==> config.mk <==
export PLATFORM = sky130hd
export DESIGN_NAME = array_loader
export DESIGN_NICKNAME = d
export VERILOG_FILES = /design/src/rtl/array_loader.sv
export SDC_FILE = /design/constraint.sdc
export NUM_CORES = 2
export LEC_CHECK = 0
export CORE_AREA = 2 2 407 409
export CTS_CLUSTER_DIAMETER = 150
export DETAILED_ROUTE_END_ITERATION = 12
export DIE_AREA = 0 0 409 411
export SLEW_MARGIN = 20
export SYNTH_ARGS = -nofsm -noshare
export SYNTH_HDL_FRONTEND = slang
export SYNTH_SLANG_ARGS = --single-unit
==> constraint.sdc <==
create_clock -name clk -period 38.2 [get_ports clk]
set_input_delay 7.64 -clock clk [delete_from_list [all_inputs] [get_ports clk]]
set_output_delay 7.64 -clock clk [all_outputs]
set_load 0.05 [all_outputs]
==> src/rtl/array_loader.sv <==
// Collects a stream of data_width-bit elements into a parallel frame of data_cnt entries.
// Latency: an element accepted on edge N is visible on array after that edge (cycle N+1).
// Backpressure: in_ready is low for the whole HOLD period; the producer keeps its element until FILL.
//
// Ports:
//   clk, rst        clock and asynchronous active-high reset
//   in_valid/in_ready/in_data/in_last   element stream in (in_last ends a short frame)
//   array           data_cnt entries, index 0 = first element received; unused entries read 0
//   out_valid       frame complete and stable (HOLD)
//   out_ack         consumer releases the frame; only looked at while out_valid
//   count           number of elements in the current or held frame
module array_loader #(
  parameter int data_width = 16,
  parameter int data_cnt   = 64
) (
  input  logic                                 clk,
  input  logic                                 rst,
  input  logic                                 in_valid,
  input  logic [data_width-1:0]                in_data,
  input  logic                                 in_last,
  output logic                                 in_ready,
  output logic [data_cnt-1:0][data_width-1:0]  array,
  output logic                                 out_valid,
  input  logic                                 out_ack,
  output logic [$clog2(data_cnt+1)-1:0]        count
);

  localparam int IW = $clog2(data_cnt);
  localparam int CW = $clog2(data_cnt+1);

  typedef enum logic {
    FILL = 1'b0,
    HOLD = 1'b1
  } state_t;

  state_t                               state_q, state_d;
  logic [IW-1:0]                        idx_q, idx_d;
  logic [CW-1:0]                        count_q, count_d;
  logic [data_cnt-1:0][data_width-1:0]  array_q, array_d;

  always_ff @(posedge clk or posedge rst) begin
    if (rst) begin
      state_q <= FILL;
      idx_q   <= '0;
      count_q <= '0;
      array_q <= '0;
    end else begin
      state_q <= state_d;
      idx_q   <= idx_d;
      count_q <= count_d;
      array_q <= array_d;
    end
  end

  always_comb begin
    state_d = state_q;
    idx_d   = idx_q;
    count_d = count_q;
    array_d = array_q;
    case (state_q)
      FILL: begin
        if (in_valid) begin
          array_d[idx_q] = in_data;
          count_d        = count_q + CW'(1);
          // The terminating transfer leaves idx at the last written slot so it can
          // never wrap onto entry 0; the ack clears it before the next frame.
          if ((idx_q == IW'(data_cnt-1)) || in_last) begin
            state_d = HOLD;
          end else begin
            idx_d = idx_q + IW'(1);
          end
        end
      end
      HOLD: begin
        if (out_ack) begin
          state_d = FILL;
          idx_d   = '0;
          count_d = '0;
          array_d = '0;
        end
      end
      default: state_d = FILL;
    endcase
  end

  // Ready depends on state only, never on in_valid.
  assign in_ready  = (state_q == FILL);
  assign out_valid = (state_q == HOLD);
  assign array     = array_q;
  assign count     = count_q;

endmodule

== Word level (Yosys, flattened, before mapping) ==
Cells that the tools add are included.

* Input bits: 21
* Logic and storage cells: 97
* Register bits: 1,038

* Equal/unequal tests: 4
* Muxes and demuxes: 17
* Reductions and logical operators: 4
* $lt $le $gt $ge: 2
* Bitwise logic cells: 1
* $add $sub $neg: 2

{| class="wikitable"
|+ Operators with widths
! cell !! number
|-
| two-way mux 1024 bit || 2
|-
| case mux 1024 bit (2 select lines) || 1
|-
| bitwise mux 1024 bit || 1
|-
| demux 16 bit (select 6 bit) || 1
|-
| two-way mux 6 bit || 3
|-
| two-way mux 16 bit || 1
|-
| two-way mux 7 bit || 2
|-
| case mux 7 bit (2 select lines) || 1
|-
| case mux 6 bit (2 select lines) || 1
|-
| adder 7 x 1 -> 7 bit, second input constant || 1
|-
| < comparator 6 x 7 -> 1 bit, second input constant || 1
|-
| adder 6 x 1 -> 6 bit, second input constant || 1
|-
| equality test 6 bit, second input constant || 1
|-
| greater-or-equal comparator 6 x 1 -> 1 bit, second input constant || 1
|-
| inequality test 2 bit, second input constant || 3
|-
| two-way mux 1 bit || 3
|-
| AND reduction 3 bit || 1
|-
| case mux 1 bit (2 select lines) || 1
|-
| AND reduction 2 bit || 1
|-
| logical AND 1 bit || 1
|-
| logical OR 1 bit || 1
|-
| inverter 1 bit || 1
|}

== Logic depth before layout (Yosys ltp) ==
* Word-level depth: 7
* Gate-level depth with buffers: 7

== Least setup slack after synthesis ==
Ideal clock, no wire load.

* Path kind: flip-flop to output port
* Start: register state_q, in the netlist out_valid
* End: output in_ready
* Arrival time: 1.525 ns
* Setup slack: 29.035 ns
* Path buffers: 2
* Required time: 30.560 ns
* Stages on the path, launching flop included: 4
* Cell sequence: dfrtp_1 > buf_4 > inv_2 > clkbuf_1

* Word-level cells in the longest chain between the ends: 1

{| class="wikitable"
|+ RTL lines
! item !! RTL line !! RTL
|-
| start, declared || 36 || <nowiki>state_t state_q, state_d;</nowiki>
|-
| start signal, assigned || 48 || <nowiki>state_q <= state_d;</nowiki>
|-
| inverter 1 bit || - ||
|-
| end, declared || 21 || <nowiki>output logic in_ready,</nowiki>
|}

No other way between the ends.

== Worst setup path in the final report ==
* Start: input out_ack
* End: register array_q, in the netlist array[908]

* Word-level cells in the longest chain between the ends: 2

{| class="wikitable"
|+ RTL lines
! item !! RTL line !! RTL
|-
| start, declared || 24 || <nowiki>input logic out_ack,</nowiki>
|-
| inequality test 2 bit (no line) || - ||
|-
| AND reduction 2 bit (no line) || - ||
|-
| end signal, assigned || 51 || <nowiki>array_q <= array_d;</nowiki>
|-
| end, declared || 39 || <nowiki>logic [data_cnt-1:0][data_width-1:0] array_q, array_d;</nowiki>
|}

No other way between the ends.
A chain may end at the register's enable or synchronous reset.

==> results.txt <==
The run finished with clean final reports. The layout filler cell count came out at 16000. The total count of hold-check failures in the final report was 0. The actual transition at the worst max-transition pin came out at 1.16 ns. The buffering stage count on the worst path with inverters included came out at 7. The total clock buffers created by CTS came out at 115. The worst setup path is of the in -> reg kind. The area share of the leading cell type in the synthesized netlist is 60.2%. The vias after detailed routing came out at 30900. The number of nets in the layout is 4535. The average via count per standard cell is 4.54. The number of library cell types mapped by synthesis came out at 46.

For this run, the leading register cell type out of synthesis is sky130_fd_sc_hd__dfrtp_1. On the worst path, the slowest cell contributes a delay of 0.85 ns. The startpoint of the worst setup timing path is out_ack. The synthesis-stage register bit count came out at 1038.

The number of post-CTS setup repair buffers is 0. The detailed router finished its first iteration with 2321 violations. The die is 409 um wide.

The number of routed nets with antenna violations is 0. The weighted congestion reported at the end of routability-driven placement is 0.862. Setup repair after global routing left no endpoint under its margin. The tree built by TritonCTS fans out to 1038 sinks. The remaining design rule violation count is 0. The combinational group share of total power came out at 16.1%. For the final database, setup skew stands at 0.0763 ns. The worst max-slew margin expressed relative to the limit came out at 22.7%. The cell accounting for the most synthesized area is sky130_fd_sc_hd__dfrtp_1. The first global-routing pass estimated 239000 um of wire. Clock-pin slew was measured on the worst setup and hold paths at 0.06 ns.

The hold slack is 0.522 ns. For this configuration, the core starts out at a cell density of 26.3%. Sorting the synthesized cells by area gives the leading types as sky130_fd_sc_hd__dfrtp_1 (60%), sky130_fd_sc_hd__mux2i_1 (24%), sky130_fd_sc_hd__nand2_1 (9.1%). Dividing the detail-routed wire length by the instance count gives 24.6 um. Walking the worst path, the cells encountered are clkdlybuf4s50_1 > nand2_4 > buf_4 > buf_4 > buf_4 > buf_4 > buf_4 > buf_4 > nand2_1 > mux2i_1. The maximum number of pins on one net before global-route repair is 188. The category of cells accounting for the largest share of critical-path delay is buffers and inverters. Before antenna repair, the detailed router went through 5 iterations. The overall power consumption is 2.83 mW.

The worst register-to-register path begins at out_valid. Data on the critical path arrives at its endpoint at 14.05 ns. The total global-route track usage is 19.4%. The total net switching power came out at 855 uW. The kind of path behind the tightest hold check is reg -> reg. The launch point of the worst hold path is array[316]. The power density relative to cell area is 47.2 nW/um^2. The clock period minus final worst setup slack came out at 13.45 ns. In this run the vertical extent of the chip is 411 um.

The CTS H-tree depth came out at 3. The sequential area share after synthesis came out at 60.2%. The clock tree from TritonCTS is built.

The tree is rooted in a sky130_fd_sc_hd__clkbuf_16. For this run the aggregate overflow at the end of global routing stands at 0. The average size of a mapped cell came out at 12.1 um^2. STA puts the critical path data required time at 38.80 ns. The timing-limited maximum frequency is 0.0744 GHz. The share of total power in the clock network is 42.6%.

Timing analysis after detailed placement gives a worst setup slack of 24.12 ns. 1054 I/O pins were placed. The longest clock path from root to sink contains 3 buffers. Once layout is done, the placed cells without fillers occupy 59900 um^2. The instance area after placement is 55600 um^2. In the final timing run, aggregate negative setup slack is 0 ns.

The total nets after synthesis came out at 3598. The initial antenna violation count is 3. The switching share of power came out at 30.3%. The area of the die is 168000 um^2. STA classifies the critical path endpoint as a flop.

The area of the core is 164000 um^2. The number of cells in the finished layout apart from fillers came out at 6803. The clock network latency to the later pin of the worst-skew pair came out at 0.76 ns.

The maximum net fanout on the critical path came out at 87. The area of the mapped netlist is 43100 um^2. The leakage power total is 29.0 nW. The total of buffers placed on input and output ports came out at 1053. The cell count after synthesis came out at 3575. Counting flops with a built-in enable in the synthesized netlist gives 0. The final period utilization came out at 35.2%. Of the total power, registers draw 41.3%. The internal portion of total power came out at 1.97 mW. Summed over all nets, the half-perimeter wirelength after detailed placement is 110000 um. The share of post-route cells with drive strength above 1 is 7.79%. The max-cap check violation count is 0. The number of buffers inserted for hold repair after clock tree synthesis came out at 0. The placed cell count is 6577. The cell with the biggest individual delay on the critical path is sky130_fd_sc_hd__buf_4.

After synthesis, the most frequently instantiated cells are sky130_fd_sc_hd__nand2_1 (1049), sky130_fd_sc_hd__dfrtp_1 (1038), sky130_fd_sc_hd__mux2i_1 (1027). The synthesis-to-layout area growth is 39.0%. The max-slew violation count was 0.

The fraction of synthesis flops using an asynchronous set or reset pin is 100%. The post-cts repair resize count is 0. In the post-route analysis, the smallest setup slack over all paths is 24.75 ns. The count of synthesis-stage warnings from yosys is 0. The largest vdd supply drop came out at 0.0559 mV. The total wire length after detailed routing is 167000 um. Counting stages on the worst path, the most repeated cell is sky130_fd_sc_hd__buf_4. The cell row count is 149. The most numerous cell in the Yosys netlist is sky130_fd_sc_hd__nand2_1.

The worst setup path is launched from an input port. The number of global-route vias before repair came to 32000. The post-layout utilization of the core is 36.6%.

The setup violation total in the final timing report came out at 0.
sequential cells by signal, indices dropped and copies added, names as in the netlist:
register,cells
array,1024
count,7
idx_q,6
out_valid,1
power groups by stage:
stage	logic (mW)	clock network [mW]	registers, mW
final	0.454	1.21	1.17
after global routing	0.478	1.27	1.17
after CTS	0.461	1.23	1.17
after detailed placement	0.461	0	1.19
after global placement	0.458	0	1.19
after floorplan	0.144	0	1.31
final cells by class:
type	count	area [um^2]	area share [%]
inverters	19	78.8	0.132
clock inverters	48	734	1.23
clock buffers	168	3410	5.69
multi-input cells	2214	15700	26.3
flip-flops and latches	1038	26000	43.3
repair buffers	1124	11200	18.8
diodes	3	7.51	0.0125
well taps	2189	2740	4.57
worst min-delay path: stages (launching register included):
cell	delay, ns
sky130_fd_sc_hd__dfrtp_1	0.37
sky130_fd_sc_hd__nand2_1	0.06
sky130_fd_sc_hd__mux2i_1	0.06
cell families (layout without fill, tap and decap cells):
kind of cell               count (synthesis)  count (layout)  share of synthesized area (%)
other                                      0               3                              0
DFF                                     1038            1038                           60.2
and+or+nand+nor                         1162            1162                           11.8
buffers and inverters                    323            1359                           3.68
adders and majority gates                  2               2                         0.0580
AOI/OAI and AO/OA                         19              19                          0.290
xor gates and xnor gates                   2               2                         0.0406
muxes                                   1029            1029                           23.9
cells in the final DEF (no fill, tap or decap), types with 15 or more instances in the layout:
master	count
sky130_fd_sc_hd__buf_4	56
sky130_fd_sc_hd__mux2i_1	1027
sky130_fd_sc_hd__nand2_4	17
sky130_fd_sc_hd__dfrtp_1	1038
sky130_fd_sc_hd__nor3_4	26
sky130_fd_sc_hd__clkinv_2	24
sky130_fd_sc_hd__bufinv_16	15
sky130_fd_sc_hd__nand3_2	40
sky130_fd_sc_hd__clkbuf_1	23
sky130_fd_sc_hd__clkdlybuf4s50_1	1053
sky130_fd_sc_hd__clkbuf_16	118
sky130_fd_sc_hd__nand2_1	1032
sky130_fd_sc_hd__inv_1	17
sky130_fd_sc_hd__clkbuf_8	27
final timing paths:
| check | end | slack [ns] | depth (start not counted) |
|---|---|---|---|
| worst max-delay path | array[908] | 24.75 | 10 |
| worst min-delay path | array[316] | 0.52 | 2 |
| worst max register to register | array[908] | 31.54 | 9 |
| worst min register to register | array[316] | 0.52 | 2 |
| max in group asynchronous | array[23] | 26.73 | 6 |
| min in group asynchronous | array[752] | 7.48 | 2 |
per-layer routing:
layer / vias to the layer above / routed length [um] / track usage, %
li1: 13700 / - / -
met1: 15900 / 68500 / 23.9
met2: 955 / 80900 / 32.2
met3: 272 / 11000 / 4.98
met4: 0 / 6900 / 7.97
met5: - / 0 / 0
No activity file was read; power rests on OpenSTA's default activity.
